===== src/rtl/nios_system_com_nios_oci_trace_pkg.sv =====
// Shared definitions for the OCI trace monitor: state encoding and the
// default-geometry frame layout (count above packed slot buffer).
package nios_system_com_nios_oci_trace_pkg;

    typedef enum logic [1:0] {
        ST_RUN   = 2'd0,
        ST_DRAIN = 2'd1,
        ST_DONE  = 2'd2
    } state_e;

    localparam int DEF_SLOT_W  = 2;
    localparam int DEF_SLOTS   = 15;
    localparam int DEF_COUNT_W = 4;

    typedef struct packed {
        logic [DEF_COUNT_W-1:0]          count;
        logic [DEF_SLOTS*DEF_SLOT_W-1:0] data;
    } frame_t;

endpackage


===== src/rtl/nios_system_com_nios_oci_trace_fifo.sv =====
// Synchronous frame FIFO with a show-ahead head word; a push is allowed on a
// full FIFO when a pop happens in the same cycle.
module nios_system_com_nios_oci_trace_fifo #(
    parameter int WIDTH = 34,
    parameter int DEPTH = 8
) (
    input  logic             clk,
    input  logic             reset_n,
    input  logic             i_push,
    input  logic [WIDTH-1:0] i_data,
    input  logic             i_pop,
    output logic [WIDTH-1:0] o_data,
    output logic             o_full,
    output logic             o_empty
);
    localparam int AW = $clog2(DEPTH);

    logic [AW:0]      r_wr_ptr;
    logic [AW:0]      r_rd_ptr;
    logic [WIDTH-1:0] r_mem [DEPTH];
    logic             w_do_push;
    logic             w_do_pop;

    // The extra pointer MSB separates full (MSBs differ) from empty (equal).
    assign o_empty   = (r_wr_ptr == r_rd_ptr);
    assign o_full    = (r_wr_ptr[AW-1:0] == r_rd_ptr[AW-1:0]) &&
                       (r_wr_ptr[AW] != r_rd_ptr[AW]);
    assign w_do_pop  = i_pop && !o_empty;
    assign w_do_push = i_push && (!o_full || w_do_pop);
    assign o_data    = o_empty ? '0 : r_mem[r_rd_ptr[AW-1:0]];

    // Pointer update with synchronous active-low reset.
    always_ff @(posedge clk) begin
        if (!reset_n) begin
            r_wr_ptr <= '0;
            r_rd_ptr <= '0;
        end else begin
            if (w_do_push) r_wr_ptr <= r_wr_ptr + (AW+1)'(1);
            if (w_do_pop)  r_rd_ptr <= r_rd_ptr + (AW+1)'(1);
        end
    end

    // Storage write; contents are don't-care until the pointers expose them.
    always_ff @(posedge clk) begin
        if (w_do_push) r_mem[r_wr_ptr[AW-1:0]] <= i_data;
    end

endmodule


===== src/rtl/nios_system_com_nios_oci_trace_monitor.sv =====
// OCI trace sink: qualifies and clamps packed trace frames, buffers them,
// streams them out and keeps saturating statistics plus an end-of-test drain.
module nios_system_com_nios_oci_trace_monitor
    import nios_system_com_nios_oci_trace_pkg::*;
#(
    parameter int SLOT_W  = 2,
    parameter int SLOTS   = 15,
    parameter int COUNT_W = 4,
    parameter int DEPTH   = 8,
    parameter int STAT_W  = 32
) (
    input  logic                      clk,
    input  logic                      reset_n,
    input  logic                      dct_valid,
    input  logic [SLOTS*SLOT_W-1:0]   dct_buffer,
    input  logic [COUNT_W-1:0]        dct_count,
    input  logic                      test_ending,
    input  logic                      test_has_ended,
    output logic                      out_valid,
    input  logic                      out_ready,
    output logic [SLOTS*SLOT_W-1:0]   out_data,
    output logic [COUNT_W-1:0]        out_count,
    output logic [STAT_W-1:0]         frame_cnt,
    output logic [STAT_W-1:0]         slot_cnt,
    output logic [STAT_W-1:0]         drop_cnt,
    output logic                      overflow,
    output logic                      count_err,
    output logic [1:0]                state,
    output logic                      done
);
    localparam int BUF_W = SLOTS * SLOT_W;
    localparam logic [COUNT_W-1:0] SLOTS_C  = COUNT_W'(SLOTS);
    localparam logic [STAT_W-1:0]  STAT_MAX = '1;

    typedef struct packed {
        logic [COUNT_W-1:0] count;
        logic [BUF_W-1:0]   data;
    } mon_frame_t;

    state_e             r_state;
    state_e             w_state_nxt;
    logic [STAT_W-1:0]  r_frame_cnt;
    logic [STAT_W-1:0]  r_slot_cnt;
    logic [STAT_W-1:0]  r_drop_cnt;
    logic               r_overflow;
    logic               r_count_err;
    logic               r_done;
    logic               w_present;
    logic               w_count_bad;
    logic [COUNT_W-1:0] w_count_clamped;
    logic               w_full;
    logic               w_empty;
    logic               w_pop;
    logic               w_write;
    logic               w_drop;
    logic               w_run_drop;
    logic [STAT_W:0]    w_slot_sum;
    mon_frame_t         w_in_frame;
    mon_frame_t         w_head_frame;

    assign w_present       = dct_valid && (dct_count != '0);
    assign w_count_bad     = (dct_count > SLOTS_C);
    assign w_count_clamped = w_count_bad ? SLOTS_C : dct_count;
    assign w_in_frame      = '{count: w_count_clamped, data: dct_buffer};

    assign w_pop      = out_ready && !w_empty;
    assign w_write    = w_present && (r_state == ST_RUN) && (!w_full || w_pop);
    assign w_run_drop = w_present && (r_state == ST_RUN) && !w_write;
    assign w_drop     = w_run_drop || (w_present && (r_state == ST_DRAIN));
    // One extra bit catches the carry that marks slot_cnt saturation.
    assign w_slot_sum = {1'b0, r_slot_cnt} + (STAT_W+1)'(w_count_clamped);

    nios_system_com_nios_oci_trace_fifo #(
        .WIDTH ($bits(mon_frame_t)),
        .DEPTH (DEPTH)
    ) u_fifo (
        .clk     (clk),
        .reset_n (reset_n),
        .i_push  (w_write),
        .i_data  (w_in_frame),
        .i_pop   (out_ready),
        .o_data  (w_head_frame),
        .o_full  (w_full),
        .o_empty (w_empty)
    );

    assign out_valid = !w_empty;
    assign out_data  = w_head_frame.data;
    assign out_count = w_head_frame.count;
    assign frame_cnt = r_frame_cnt;
    assign slot_cnt  = r_slot_cnt;
    assign drop_cnt  = r_drop_cnt;
    assign overflow  = r_overflow;
    assign count_err = r_count_err;
    assign state     = r_state;
    assign done      = r_done;

    // Next-state logic; DONE is absorbing until reset.
    always_comb begin
        w_state_nxt = r_state;
        case (r_state)
            ST_RUN: begin
                if (test_ending || test_has_ended) w_state_nxt = ST_DRAIN;
                else                               w_state_nxt = ST_RUN;
            end
            ST_DRAIN: begin
                if (w_empty && test_has_ended) w_state_nxt = ST_DONE;
                else                           w_state_nxt = ST_DRAIN;
            end
            ST_DONE: w_state_nxt = ST_DONE;
            default: w_state_nxt = ST_RUN;
        endcase
    end

    // State, saturating statistics and sticky flags.
    always_ff @(posedge clk) begin
        if (!reset_n) begin
            r_state     <= ST_RUN;
            r_done      <= 1'b0;
            r_frame_cnt <= '0;
            r_slot_cnt  <= '0;
            r_drop_cnt  <= '0;
            r_overflow  <= 1'b0;
            r_count_err <= 1'b0;
        end else begin
            r_state <= w_state_nxt;
            r_done  <= (w_state_nxt == ST_DONE);
            if (w_write) begin
                if (r_frame_cnt != STAT_MAX) r_frame_cnt <= r_frame_cnt + STAT_W'(1);
                r_slot_cnt <= w_slot_sum[STAT_W] ? STAT_MAX : w_slot_sum[STAT_W-1:0];
            end
            if (w_drop && (r_drop_cnt != STAT_MAX)) r_drop_cnt <= r_drop_cnt + STAT_W'(1);
            if (w_run_drop) r_overflow <= 1'b1;
            if (w_present && w_count_bad && (r_state != ST_DONE)) r_count_err <= 1'b1;
        end
    end

endmodule


===== config.mk =====
export PLATFORM = sky130hd
export DESIGN_NAME = nios_system_com_nios_oci_trace_monitor
export DESIGN_NICKNAME = d
export VERILOG_FILES = /design/src/rtl/nios_system_com_nios_oci_trace_pkg.sv /design/src/rtl/nios_system_com_nios_oci_trace_fifo.sv /design/src/rtl/nios_system_com_nios_oci_trace_monitor.sv
export SDC_FILE = /design/constraint.sdc
export NUM_CORES = 1
export LEC_CHECK = 0
export CORE_UTILIZATION = 40
export DETAILED_ROUTE_END_ITERATION = 6
export PLACE_DENSITY = 0.6
export REMOVE_ABC_BUFFERS = 1
export SKIP_CTS_REPAIR_TIMING = 1
export SYNTH_ARGS = -nofsm -noshare
export SYNTH_HDL_FRONTEND = slang
export SYNTH_SLANG_ARGS = --single-unit
export TNS_END_PERCENT = 100

===== constraint.sdc =====
create_clock -name clk -period 8.8 [get_ports clk]
set_input_delay 2.64 -clock clk [delete_from_list [all_inputs] [get_ports clk]]
set_output_delay 2.64 -clock clk [all_outputs]
set_load 0.02 [all_outputs]

==> flow_metrics.env <==
export IMPL_slew_violations=0
export IMPL_path_buf_inv=2
export IMPL_relSlewSlack=0.2406
export IMPL_path_clk_slew_ns=0.06
export IMPL_num_io_pins=176
export IMPL_core_area_um2=38830
export IMPL_cts_max_path_buffers=3
export IMPL_htreeDepth=2
export IMPL_netlist_instances=1089
export IMPL_antenna_cells=0
export IMPL_yosysWarnings=0
export IMPL_hold_path_class="reg -> reg"
export IMPL_die_w_um=200.7
export IMPL_place_ws_ns=2.990
export IMPL_grt_util_all_layers=0.1765
export IMPL_fin_crit_sh=0.7144
export IMPL_die_area_um2=40270
export IMPL_syn_avg_cell_area_um2=14.50
export IMPL_route_detailed_wl_per_inst_um=19.38
export IMPL_holdWs_ns=0.4805
export IMPL_drt_iter0_markers=508
export IMPL_cp_required_ns=6.16
export IMPL_fin_crit_ns=6.287
export IMPL_synthFlopType="edfxtp_1"
export IMPL_clk_latency_ns=0.56
export IMPL_leakage_nw=6.049
export IMPL_cts_root_buffer="clkbuf_16"
export IMPL_synth_edff_count=272
export IMPL_antenna_found_initial=3
export IMPL_setup_ws_ns=2.513
export IMPL_hold_viol=0
export IMPL_yosysSeqAreaShare=0.6581
export IMPL_peakVddDrop_v=0.0001558
export IMPL_status="complete, no violations"
export IMPL_instances_no_fill=1822
export IMPL_cts_tree="done"
export IMPL_slowest_delay_ns=0.99
export IMPL_fmax_mhz=159.1
export IMPL_skew_ns=0.01612
export IMPL_initial_utilization=0.4066
export IMPL_syn_area_um2=15790
export IMPL_rsz0062_at_grt="no"
export IMPL_grt_max_degree=69
export IMPL_vias_per_cell=5.294
export IMPL_clock_sinks=383
export IMPL_arrival_ns=3.65
export IMPL_tns_ns=0
export IMPL_power_density_nw_per_um2=238.4
export IMPL_ys_ff_latch=383
export IMPL_cp_end_kind="output pin"
export IMPL_worst_pin_slew_ns=1.129
export IMPL_vias=9646
export IMPL_synthArstFlopShare=0
export IMPL_setup_viol=0
export IMPL_dieHeight_um=200.7
export IMPL_numCtsBuffers=42
export IMPL_layout_common_cells="edfxtp_1, clkdlybuf4s50_1, dfxtp_1"
export IMPL_wl_mm=35.31
export IMPL_first_pass_iters=5
export IMPL_io_buffers=174
export IMPL_ant_nets=0
export IMPL_grt_overflow_total=0
export IMPL_critPathTopFamily="buffers and inverters"
export IMPL_grt_pass1_wl_mm=55.59
export IMPL_nets=1320
export IMPL_std_cell_rows=72
export IMPL_worstPathMaxFanout=47
export IMPL_syn2layout_area_growth_pct=23.66
export IMPL_synth_cell_types=61
export IMPL_setup_worst_path_start_class="register"
export IMPL_grt_pass1_vias=9659
export IMPL_place_inst=1745
export IMPL_path_class="reg -> out"
export IMPL_drc=0
export IMPL_dpl_hpwl_mm=20.75
export IMPL_final_common_cell="edfxtp_1"
export IMPL_layout_drive_gt1_share=0.1327
export IMPL_cpMaxStageDelayCell="dfxtp_4"
export IMPL_gp_congestion=0.8086
export IMPL_max_cap_violations=0
export IMPL_crit_chain="buf_4 -> mux4_2 -> mux2i_1 -> nor2_1 -> clkdlybuf4s50_1"
-- worst register-to-register path: stages, from the launching register on --
cell	delay, ns
dfxtp_1	0.56
xor2_1	0.14
or3_1	0.52
o31ai_4	0.79
nand3_2	0.44
or4_1	0.57
nand2_1	0.07
-- per-stage QoR --
| step | utilization | power (W) | area, um2 |
|---|---|---|---|
| 6_report | 0.5028 | 0.004655 | 19520 |
| 5_1_grt | 0.5028 | 0.004853 | 19520 |
| 2_1_floorplan | - | 0.002630 | 15560 |
| 3_5_place_dp | 0.4673 | 0.002975 | 18140 |
| 4_1_cts | 0.5028 | 0.004730 | 19520 |
| 3_3_place_gp | 0.4673 | 0.002963 | 18140 |
-- synthesized netlist by cell type, types with 26 or more instances --
cell	instances	area [um2]
nor3_1	26	130.1
a21oi_1	48	240.2
edfxtp_1	272	8168
dfxtp_1	111	2222
mux2i_1	36	360.4
nand4_1	28	175.2
xnor2_1	53	464.2
nand2_1	59	221.5
nor2_1	99	371.6
nand3_1	32	160.2
nor4_1	28	175.2
mux4_2	68	1531
clkbuf_1	39	146.4
-- layout make-up --
cell class / instances / area [um2]
multi-input cells: 635 / 5161
flip-flops and latches: 383 / 10400
clock inverters: 23 / 198.9
inverters: 18 / 67.56
well taps: 518 / 648.1
fillers: 3327 / 19300
clock buffers: 54 / 1180
repair buffers: 191 / 1869
-- power by group --
part,total (W),internal [W],switching [W]
Sequential,0.00208,0.00199,0.0000929
Clock,0.00174,0.00104,0.000703
Combinational,0.000832,0.000410,0.000422
Total,0.00466,0.00344,0.00122
-- cells by family after synthesis --
group           count (synthesis)  share of synthesized area
compound gates                 97                    0.03883
xor+xnor                       75                    0.04161
fa+ha+maj                       9                   0.007608
buf+inv                        71                    0.01854
flops                         383                     0.6581
mux                           104                     0.1198
other cells                     1                  0.0002375
simple gates                  349                     0.1152
-- metal layers --
| metal | up-vias | GRT usage | part of all wire |
|---|---|---|---|
| met5 | - | 0 | 0.00074 |
| met4 | 4 | 0.04280 | 0.018 |
| met3 | 52 | 0.06023 | 0.071 |
| met2 | 206 | 0.2723 | 0.46 |
| met1 | 4826 | 0.2398 | 0.45 |
| li1 | 4558 | - | - |
-- worst paths after layout --
| path | start | to | slack [ns] | cells after the start |
|---|---|---|---|---|
| max | register | out_count[0] | 2.51 | 5 |
| min reg2reg | overflow$_SDFFE_PN0P_ | overflow$_SDFFE_PN0P_ | 0.48 | 2 |
| max reg2reg | u_fifo.r_wr_ptr[1]$_SDFFE_PN0P_ | drop_cnt[11]$_SDFFE_PN0P_ | 5.64 | 6 |
| min | overflow$_SDFFE_PN0P_ | overflow$_SDFFE_PN0P_ | 0.48 | 2 |
-- sequential cells by signal, summed over array words and instances, names as in the netlist, named ones only --
register	cells
done	1
drop_cnt	32
frame_cnt	32
overflow	1
slot_cnt	32
state	2
u_fifo.r_mem	272
u_fifo.r_rd_ptr	4
u_fifo.r_wr_ptr	4
Note: power is estimated with default switching activity, not from simulation.
